`src/rtl/mem_arbiter.sv`:
```
// Round-robin arbiter that serialises multi-channel load/store requests onto a
// byte-wide memory port, with flush, stall (rdy_in) and UART back-pressure.
module mem_arbiter #(
    parameter int NUM_CH = 2,
    parameter int CH_W   = (NUM_CH > 1) ? $clog2(NUM_CH) : 1
) (
    input  logic                  clk_in,
    input  logic                  rst_in,
    input  logic                  rdy_in,
    input  logic                  flush,
    input  logic [NUM_CH-1:0]     req_valid,
    input  logic [NUM_CH-1:0]     req_wr,
    input  logic [2*NUM_CH-1:0]   req_size,
    input  logic [NUM_CH-1:0]     req_signed,
    input  logic [32*NUM_CH-1:0]  req_addr,
    input  logic [32*NUM_CH-1:0]  req_wdata,
    output logic [NUM_CH-1:0]     resp_valid,
    output logic [31:0]           resp_data,
    input  logic [7:0]            mem_din,
    output logic [7:0]            mem_dout,
    output logic [31:0]           mem_a,
    output logic                  mem_wr,
    input  logic                  io_buffer_full
);

    typedef enum logic [1:0] {IDLE, RD, WR} state_t;

    state_t            state;
    logic [CH_W-1:0]   rr_ptr;
    logic [CH_W-1:0]   cur_ch;
    logic [31:0]       cur_wdata;
    logic [2:0]        cur_n;
    logic              cur_signed;
    logic [2:0]        idx;
    logic              pend;
    logic [31:0]       rbuf;
    logic [NUM_CH-1:0] resp_q;

    logic [NUM_CH-1:0] cand;
    logic              gnt_found;
    logic [CH_W-1:0]   gnt_ch;
    logic [CH_W-1:0]   gnt_next_ptr;
    logic              grant;
    logic [31:0]       g_addr;
    logic [31:0]       g_wdata;
    logic              g_wr;
    logic              g_signed;
    logic [1:0]        g_size;
    logic [2:0]        g_n;
    logic [NUM_CH-1:0] ch_onehot;
    logic [1:0]        lane;
    logic [31:0]       ld_raw;
    logic [31:0]       ld_ext;
    logic [7:0]        next_byte;
    logic              io_stall;

    // A channel being answered this cycle must not be re-granted on the same request.
    assign cand = req_valid & ~resp_valid;

    // NOTE: every variable driven here gets a default first, so no latch is inferred.
    always_comb begin
        logic [CH_W-1:0] sel;
        sel       = '0;
        gnt_found = 1'b0;
        gnt_ch    = '0;
        for (int k = 0; k < NUM_CH; k++) begin
            sel = CH_W'((int'(rr_ptr) + k) % NUM_CH);
            if (!gnt_found && cand[sel]) begin
                gnt_found = 1'b1;
                gnt_ch    = sel;
            end
        end
    end

    assign gnt_next_ptr = CH_W'((int'(gnt_ch) + 1) % NUM_CH);
    assign grant        = (state == IDLE) && rdy_in && !flush && gnt_found;

    always_comb begin
        g_addr   = '0;
        g_wdata  = '0;
        g_wr     = 1'b0;
        g_signed = 1'b0;
        g_size   = 2'd0;
        for (int k = 0; k < NUM_CH; k++) begin
            if (CH_W'(k) == gnt_ch) begin
                g_addr   = req_addr[32*k +: 32];
                g_wdata  = req_wdata[32*k +: 32];
                g_wr     = req_wr[k];
                g_signed = req_signed[k];
                g_size   = req_size[2*k +: 2];
            end
        end
        case (g_size)
            2'd0:    g_n = 3'd1;
            2'd1:    g_n = 3'd2;
            default: g_n = 3'd4;
        endcase
    end

    always_comb begin
        ch_onehot = '0;
        for (int k = 0; k < NUM_CH; k++) ch_onehot[k] = (CH_W'(k) == cur_ch);
    end

    // While pend is set, mem_din carries byte idx-1 (addressed in the previous cycle).
    assign lane = idx[1:0] - 2'd1;

    always_comb begin
        ld_raw = rbuf;
        if (pend) ld_raw[{lane, 3'b000} +: 8] = mem_din;
        case (cur_n)
            3'd1:    ld_ext = {{24{cur_signed & ld_raw[7]}},  ld_raw[7:0]};
            3'd2:    ld_ext = {{16{cur_signed & ld_raw[15]}}, ld_raw[15:0]};
            default: ld_ext = ld_raw;
        endcase
    end

    assign next_byte = cur_wdata[{idx[1:0] + 2'd1, 3'b000} +: 8];
    assign io_stall  = (mem_a[17:16] == 2'b11) && io_buffer_full;

    // Stall and UART back-pressure must take effect in the same cycle, so these
    // two strobes are gated combinationally on top of registered state.
    assign mem_wr     = (state == WR) && rdy_in && !io_stall;
    assign resp_valid = resp_q & {NUM_CH{rdy_in}};

    // NOTE: sequential state uses non-blocking assignments only.
    always_ff @(posedge clk_in or negedge rst_in) begin
        if (!rst_in) begin
            state      <= IDLE;
            rr_ptr     <= '0;
            cur_ch     <= '0;
            cur_wdata  <= '0;
            cur_n      <= 3'd1;
            cur_signed <= 1'b0;
            idx        <= '0;
            pend       <= 1'b0;
            rbuf       <= '0;
            resp_q     <= '0;
            resp_data  <= '0;
            mem_a      <= '0;
            mem_dout   <= '0;
        end else if (!rdy_in) begin
            // The returning byte is only on mem_din for one cycle; keep it across the stall.
            if (state == RD && pend) begin
                rbuf <= ld_raw;
                pend <= 1'b0;
            end
        end else begin
            resp_q <= '0;
            case (state)
                IDLE: begin
                    if (grant) begin
                        rr_ptr     <= gnt_next_ptr;
                        cur_ch     <= gnt_ch;
                        cur_wdata  <= g_wdata;
                        cur_n      <= g_n;
                        cur_signed <= g_signed;
                        idx        <= '0;
                        pend       <= 1'b0;
                        rbuf       <= '0;
                        mem_a      <= g_addr;
                        mem_dout   <= g_wr ? g_wdata[7:0] : 8'h00;
                        state      <= g_wr ? WR : RD;
                    end
                end
                RD: begin
                    if (flush) begin
                        state <= IDLE;
                        mem_a <= '0;
                        pend  <= 1'b0;
                    end else begin
                        rbuf <= ld_raw;
                        if (idx == cur_n) begin
                            state     <= IDLE;
                            mem_a     <= '0;
                            pend      <= 1'b0;
                            resp_q    <= ch_onehot;
                            resp_data <= ld_ext;
                        end else begin
                            idx  <= idx + 3'd1;
                            pend <= 1'b1;
                            if (idx + 3'd1 < cur_n) mem_a <= mem_a + 32'd1;
                        end
                    end
                end
                WR: begin
                    if (!io_stall) begin
                        if (idx + 3'd1 == cur_n) begin
                            state     <= IDLE;
                            mem_a     <= '0;
                            mem_dout  <= '0;
                            resp_q    <= ch_onehot;
                            resp_data <= '0;
                        end else begin
                            idx      <= idx + 3'd1;
                            mem_a    <= mem_a + 32'd1;
                            mem_dout <= next_byte;
                        end
                    end
                end
                default: state <= IDLE;
            endcase
        end
    end

endmodule

```
`config.mk`:
```
export PLATFORM = sky130hd
export DESIGN_NAME = mem_arbiter
export DESIGN_NICKNAME = d
export VERILOG_FILES = /design/src/rtl/mem_arbiter.sv
export SDC_FILE = /design/constraint.sdc
export NUM_CORES = 1
export LEC_CHECK = 0
export BUFFER_PORTS_ARGS = -buffer_cell sky130_fd_sc_hd__buf_2
export CAP_MARGIN = 20
export CORE_MARGIN = 5
export CORE_UTILIZATION = 48
export DETAILED_ROUTE_END_ITERATION = 7
export MAX_ROUTING_LAYER = met4
export PLACE_DENSITY = 0.79
export SYNTH_ARGS = -nofsm -noshare
export SYNTH_HDL_FRONTEND = slang
export SYNTH_SLANG_ARGS = --single-unit
```
`constraint.sdc`:
```
create_clock -name clk_in -period 2.5 [get_ports clk_in]
set_input_delay 0.5 -clock clk_in [delete_from_list [all_inputs] [get_ports clk_in]]
set_output_delay 0.5 -clock clk_in [all_outputs]
set_load 0.01 [all_outputs]
```
==> Yosys cells after proc, flatten, opt, wreduce, memory -nomap -nowiden <==
Cells that the tools add are included.
{ "word_totals": {"regBits": 150, "latchBits": 0, "ramBits": 0, "romBits": 0, "in_bits": 151, "out_inout_bits": 75, "word_cells": 140, "memories": 0} }
{ "classes": {"addsub": 7, "n_mul": 0, "div": 0, "n_lt_le_gt_ge": 3, "eq_ne": 20, "shifts": 3, "n_mux": 63, "bitwise_logic": 6, "n_reduce_logical": 25} }
{ "op_table": {"columns": ["operator", "count"], "rows": [
  ["32-bit two-way mux", 17],
  ["32-bit case mux with 2 select lines", 3],
  ["32-bit case mux with 3 select lines", 1],
  ["32-bit by 1-bit adder with 32-bit output (second input constant)", 1],
  ["32-bit bitwise mux", 1],
  ["8-bit two-way mux", 4],
  ["8-bit by 7-bit variable shift with 32-bit output (first input constant)", 1],
  ["32-bit by 6-bit variable part select with 8-bit output", 1],
  ["8-bit by 7-bit variable part select with 32-bit output", 1],
  ["2-bit two-way mux", 11],
  ["8-bit case mux with 2 select lines", 1],
  ["1-bit two-way mux", 15],
  ["3-bit two-way mux", 5],
  ["2-bit inequality test (second input constant)", 5],
  ["5-bit AND reduction", 2],
  ["3-bit case mux with 3 select lines", 1],
  ["1-bit logical AND", 8],
  ["4-bit AND reduction", 2],
  ["5-bit negator with 7-bit output", 1],
  ["7-bit AND reduction", 1],
  ["3-bit == test", 2],
  ["3-bit inequality test (second input constant)", 2],
  ["2-bit case mux with 3 select lines", 1],
  ["3-bit case mux with 2 select lines", 1],
  ["26 further kinds", 39]
]} }

==> Logic depth before layout (Yosys ltp) <==
{ "logic_depth": {"word_depth": 13, "depth_mapped": 12, "depth_no_buf": 9} }

==> Worst setup path after synthesis <==
No wires, ideal clock.
{ "synth_timing": {"path_kind": "register -> register", "startpoint": "register idx[0]", "endpoint": "register mem_a[31]", "setup_ps": 78, "t_arrival_ps": 2342, "t_required_ps": 2422, "slack_ps": 80, "path_stages_with_launch": 12, "n_path_buf": 3, "period_less_slack_ps": 2420, "cell_sequence": "dfrtp_1 > inv_1 > ha_1 > ha_1 > a31oi_1 > buf_2 > o21a_1 > buf_2 > buf_2 > o21ai_0 > nand2_1 > o2bb2ai_1"} }
{ "synth_via": {"elab_chain_cells": 5, "word_cells_on_any_way": 11, "cone_classes": "1 x add/sub; 1 x order compare; 3 x eq/ne; 5 x mux; 1 x reduce/logical"} }
{ "synth_lines": {"columns": ["element", "line_no", "source"], "rows": [
  ["from (decl)", "34", "logic [2:0] idx;"],
  ["from (signal assigned)", "180", "idx <= idx + 3'd1;"],
  ["from (signal assigned)", "195", "idx <= idx + 3'd1;"],
  ["branches (longest 5 deep; another with 3-bit by 1-bit adder with 3-bit output)", null, null],
  ["to (signal assigned)", "161", "mem_a <= g_addr;"],
  ["to (signal assigned)", "182", "if (idx + 3'd1 < cur_n) mem_a <= mem_a + 32'd1;"],
  ["to (signal assigned)", "196", "mem_a <= mem_a + 32'd1;"],
  ["to (decl)", "21", "output logic [31:0] mem_a,"]
]} }
Parallel ways; which one is timed is not known. The select of a mux whose other input is x is not followed.
A chain may end at the register's enable or synchronous reset.

==> Final worst setup path <==
{ "layout_timing": {"startpoint": "register cur_n[0]", "endpoint": "register resp_data[23]"} }
{ "layout_via": {"elab_chain_cells": 5, "word_cells_on_any_way": 11, "cone_classes": "6 x eq/ne; 4 x mux; 1 x reduce/logical"} }
{ "layout_lines": {"columns": ["element", "line_no", "source"], "rows": [
  ["from (decl)", "32", "logic [2:0] cur_n;"],
  ["from (signal assigned)", "156", "cur_n <= g_n;"],
  ["3-bit by 2-bit == test with 1-bit output / 3-bit by 1-bit == test with 1-bit output (equally long branches)", "111", "case (cur_n)"],
  ["32-bit case mux with 2 select lines", "111", null],
  ["32-bit two-way mux", "173", "if (idx == cur_n) begin"],
  ["32-bit two-way mux", "167", "if (flush) begin"],
  ["32-bit case mux with 2 select lines", "150", "case (state)"],
  ["to (signal assigned)", "178", "resp_data <= ld_ext;"],
  ["to (decl)", "18", "output logic [31:0] resp_data,"]
]} }
Parallel ways exist; a longest one is shown, timed or not. The select of a mux whose other input is x is not followed.

==> report_table.html <==
<table>
<tr><th>Metric</th><th>Value</th></tr>
<tr><th colspan="2">Status</th></tr>
<tr><td>Run status</td><td>complete, no violations</td></tr>
<tr><th colspan="2">Yosys</th></tr>
<tr><td>Seq/Total Area, Yosys</td><td>44.7%</td></tr>
<tr><td>Cell Area, Synth</td><td>about 8400 µm²</td></tr>
<tr><td>Cell type with the largest total area after synthesis</td><td>dfrtp_1</td></tr>
<tr><td>Synthesized netlist cell count</td><td>between 900 and 1,000</td></tr>
<tr><td>Number of flops mapped to enable cells by yosys</td><td>0</td></tr>
<tr><td>Share of the synthesized area in the top cell type</td><td>roughly 44%</td></tr>
<tr><td>Largest cells by area after synthesis</td><td>dfrtp_1 44%, nand2_1 7.5%, o21ai_0 6.0%, a22oi_1 3.7%, a21oi_1 3.3%</td></tr>
<tr><td>Mean cell area of the mapped netlist</td><td>between 9 and 10 µm²</td></tr>
<tr><td>Yosys warns</td><td>0</td></tr>
<tr><td>Post-synthesis cell type count</td><td>60</td></tr>
<tr><td>Seq cells post-synth</td><td>150</td></tr>
<tr><td>Top FF cell, synth</td><td>dfrtp_1</td></tr>
<tr><td>Post-Synthesis Net Count</td><td>about 1,100</td></tr>
<tr><td>FFs w/ async S/R, synth</td><td>between 90% and 100%</td></tr>
<tr><th colspan="2">Power and ir drop</th></tr>
<tr><td>Maximum resistive drop on vdd</td><td>0.763 mV</td></tr>
<tr><td>PnR Total Power</td><td>between 10,000 and 15,000 µW</td></tr>
<tr><td>Static leakage power</td><td>a little over 0.005 µW</td></tr>
<tr><td>P per Cell Area</td><td>roughly 1200 nW/µm²</td></tr>
<tr><th colspan="2">Route</th></tr>
<tr><td>Routed metal-1 wirelength</td><td>10,300 µm</td></tr>
<tr><td>Average wire length per cell after detail routing</td><td>~18 µm</td></tr>
<tr><td>Routed WL</td><td>25,100 µm</td></tr>
<tr><td>Number of remaining DRC errors</td><td>0</td></tr>
<tr><td>Drt first pass iters</td><td>5</td></tr>
<tr><td>Detail Route met3 WL</td><td>1670 µm</td></tr>
<tr><td>Uppermost layer routed</td><td>met4</td></tr>
<tr><td>DR WL met2</td><td>12,700 µm</td></tr>
<tr><td>First-iteration detailed-routing DRC count</td><td>762</td></tr>
<tr><td>Routed via count</td><td>a little over 8,000</td></tr>
<tr><td>Post-DRT Antenna Nets</td><td>0</td></tr>
<tr><td>Via/cell ratio</td><td>5.83</td></tr>
<tr><th colspan="2">Final layout</th></tr>
<tr><td>Signed area change from the synthesized netlist to the final layout</td><td>26.9%</td></tr>
<tr><td>Count of nets after finishing</td><td>~1,300</td></tr>
<tr><td>Most frequent cells in the layout</td><td>224 x buf_2, 168 x nand2_1, 149 x dfrtp_1</td></tr>
<tr><td>Area used by multi-input combinational logic</td><td>4370 µm²</td></tr>
<tr><td>Post-route cell area</td><td>10,700 µm²</td></tr>
<tr><td>Proportion of layout cells with a drive suffix above 1</td><td>roughly 30%</td></tr>
<tr><td>Leading cell type in the layout, fill and taps excluded</td><td>buf_2</td></tr>
<tr><td>FF+latch area</td><td>3750 µm²</td></tr>
<tr><td>Fillers</td><td>approximately 1,400</td></tr>
<tr><th colspan="2">Worst setup path</th></tr>
<tr><td>Crit start category</td><td>register</td></tr>
<tr><td>Capturing element type of the critical path</td><td>register</td></tr>
<tr><td>Cell family with the largest share of critical-path delay</td><td>simple AND/OR/NAND/NOR gates</td></tr>
<tr><td>CP peak stage delay</td><td>0.59 ns</td></tr>
<tr><td>Worst-path fanout max</td><td>16</td></tr>
<tr><td>Crit path buffers/inverters</td><td>0</td></tr>
<tr><td>Cells along the critical path</td><td>ha_1 &gt; or3_4 &gt; or4_4 &gt; a21o_4 &gt; o21ai_0</td></tr>
<tr><td>Endpoint arrival time on the critical path</td><td>2.77 ns</td></tr>
<tr><td>Start point of the critical path</td><td>cur_n[0]</td></tr>
<tr><td>Reg-to-reg startpoint</td><td>cur_n[0]</td></tr>
<tr><td>Req. time, crit path</td><td>2.85 ns</td></tr>
<tr><td>Type of the worst setup path</td><td>reg2reg</td></tr>
<tr><td>Crit-path slowest cell</td><td>dfstp_2</td></tr>
<tr><th colspan="2">STA</th></tr>
<tr><td>Achievable Freq</td><td>0.412 GHz</td></tr>
<tr><td>Clock period minus final worst setup slack</td><td>2.43 ns</td></tr>
<tr><td>Count of final setup violators</td><td>0</td></tr>
<tr><td>Final Max Tran Viols</td><td>0</td></tr>
<tr><td>Share of the cycle needed by the critical path after routing</td><td>between 90% and 100%</td></tr>
<tr><td>Final count of hold timing violations</td><td>0</td></tr>
<tr><td>Clock Skew</td><td>0.0110 ns</td></tr>
<tr><td>Slew Limit Headroom</td><td>approximately half</td></tr>
<tr><td>Post-route worst hold slack</td><td>approximately 0.074 ns</td></tr>
<tr><td>Worst-case setup margin in the final layout</td><td>0.0711 ns</td></tr>
<tr><td>Transition time of the tightest slew-check pin</td><td>0.724 ns</td></tr>
<tr><th colspan="2">CTS</th></tr>
<tr><td>Latest clock arrival within the worst-skew pair</td><td>between 0.4 and 0.5 ns</td></tr>
<tr><td>Clock transition at the registers of the reported paths</td><td>~0.07 ns</td></tr>
<tr><td>CTS H-Tree Depth</td><td>4</td></tr>
<tr><td>Maximum clock path buffer count</td><td>2</td></tr>
<tr><td>Cts bufs inserted</td><td>17</td></tr>
<tr><td>Clock sink count</td><td>150</td></tr>
<tr><td>TritonCTS clock tree</td><td>done</td></tr>
<tr><td>Buffer type at the clock tree root</td><td>clkbuf_16</td></tr>
<tr><th colspan="2">Floorplan</th></tr>
<tr><td>Boundary Pins</td><td>roughly 230</td></tr>
<tr><td>Die footprint</td><td>between 20,000 and 25,000 µm²</td></tr>
<tr><td>Die boundary height</td><td>142 µm</td></tr>
<tr><td>Horizontal die dimension</td><td>about 140 µm</td></tr>
<tr><td>FP Rows</td><td>48</td></tr>
<tr><td>Starting utilization of the core area</td><td>48.7%</td></tr>
<tr><td>Area of the core</td><td>~17,000 µm²</td></tr>
<tr><th colspan="2">Min path</th></tr>
<tr><td>Classification of the worst-slack hold path</td><td>in2async</td></tr>
<tr><th colspan="2">Global route</th></tr>
<tr><td>Number of global-route vias before repair</td><td>~8,000</td></tr>
<tr><td>First-pass GRT wire length</td><td>around 40,000 µm</td></tr>
<tr><td>Tot GR Track Use</td><td>25.2%</td></tr>
<tr><td>Antenna violations before repair</td><td>1</td></tr>
<tr><td>Maximum number of pins on one net before global-route repair</td><td>70</td></tr>
<tr><td>Total global routing overflow</td><td>0</td></tr>
<tr><th colspan="2">Place</th></tr>
<tr><td>GPL Wtd Cong</td><td>between 0.9 and 1</td></tr>
<tr><td>Post-DP HPWL</td><td>~18,000 µm</td></tr>
<tr><td>Setup WS pre-CTS</td><td>-0.000157 ns</td></tr>
<tr><td>Post-Place Cell Area</td><td>between 9000 and 10,000 µm²</td></tr>
<tr><td>Quantity of I/O buffers inserted on ports</td><td>between 200 and 250</td></tr>
<tr><th colspan="2">Job</th></tr>
<tr><td>Maxcap violations</td><td>0</td></tr>
</table>
-- path summary, 6_finish.rpt --
kind / to / depth (start not counted) / slack, ns
worst min register to register: resp_data[31] / 2 / 0.48
worst max register to register: resp_data[23] / 5 / 0.07
worst min-delay path: resp_data[4] / 1 / 0.07
min in group clk_in: cur_wdata[23] / 3 / 0.35
worst max-delay path: resp_data[23] / 5 / 0.07
max in group asynchronous: resp_data[18] / 2 / 1.68
-- through the flow --
step | setup TNS [ns] | util, % | cells
after floorplan | 0 | - | 921
after global placement | 0 | 57.7 | 1355
final | 0 | 61.9 | 1392
after detailed placement | -0.000157 | 57.7 | 1355
after global routing | -0.0551 | 61.9 | 1391
after CTS | 0 | 61.2 | 1387
-- cell families after synthesis --
family | share of synthesized area [%]
AO/OA/AOI/OAI | 26.2
XOR/XNOR | 0.313
adder cells (fa/ha/maj) | 1.79
buffers and inverters | 4.20
flip-flops | 44.7
multiplexers | 6.57
AND/OR/NAND/NOR | 16.2
-- routing by layer --
| layer | track usage [%] | vias to the layer above |
|---|---|---|
| li1 | - | 3829 |
| met1 | 33.0 | 3912 |
| met2 | 41.0 | 348 |
| met3 | 4.07 | 28 |
| met4 | 7.05 | 0 |
| met5 | - | - |
-- cells in the mapped netlist, drive strengths merged, types with 3 or more instances --
| cell | number |
|---|---|
| nand2 | 168 |
| dfrtp | 149 |
| o21ai | 116 |
| a21oi | 56 |
| nor2 | 43 |
| a22oi | 41 |
| clkbuf | 33 |
| a22o | 31 |
| buf | 28 |
| mux2i | 27 |
| o2bb2ai | 21 |
| nand3 | 20 |
| o21a | 20 |
| inv | 19 |
| nor2b | 16 |
| ha | 12 |
| nor3 | 12 |
| mux2 | 9 |
| nand2b | 9 |
| mux4 | 8 |
| o32ai | 8 |
| and3 | 7 |
| o22ai | 7 |
| nand4 | 6 |
| a21o | 5 |
| a31oi | 5 |
| and2 | 5 |
| o31ai | 4 |
| and4 | 3 |
| nor4 | 3 |
| or3 | 3 |
| xor2 | 3 |
-- report_power, final --
| group | switching, µW | internal [µW] | total, µW |
|---|---|---|---|
| clock | 1150 | 1520 | 2660 |
| sequential | 821 | 3470 | 4290 |
| combinational | 3160 | 2460 | 5620 |
-- registers in the layout, summed over array words and instances, names as in the netlist --
signal and count:
idx 3, resp_q 2, state 2, cur_signed 1, cur_n 3, pend 1, rr_ptr 1, mem_a 32
cur_wdata 32, rbuf 32, resp_data 32, mem_dout 8, cur_ch 1
-- worst reg2reg max path, delay by kind of cell (launching register included) --
family                     cells  cell delay (ns)
AOI/OAI and AO/OA              2             0.48
adders and majority gates      1             0.34
DFF                            1             0.59
and+or+nand+nor                2             0.94
-- final cells by class --
type / count / share of cell area, %
Tap cell: 225 / 2.64
Clock inverter: 15 / 1.75
Antenna cell: 2 / 0.0469
Inverter: 19 / 0.669
Multi-Input combinational cell: 691 / 40.9
Sequential cell: 150 / 35.2
Timing Repair Buffer: 273 / 14.7
Clock buffer: 17 / 3.99
-- what timing repair did --
item	in CTS	in global routing
gates resized for setup	1	15
pin swaps	0	4
setup buffers	0	2
endpoints found under the setup margin	8	47
gates cloned	0	1
hold buffers	0	0
Power figures use the tool's default switching activity.
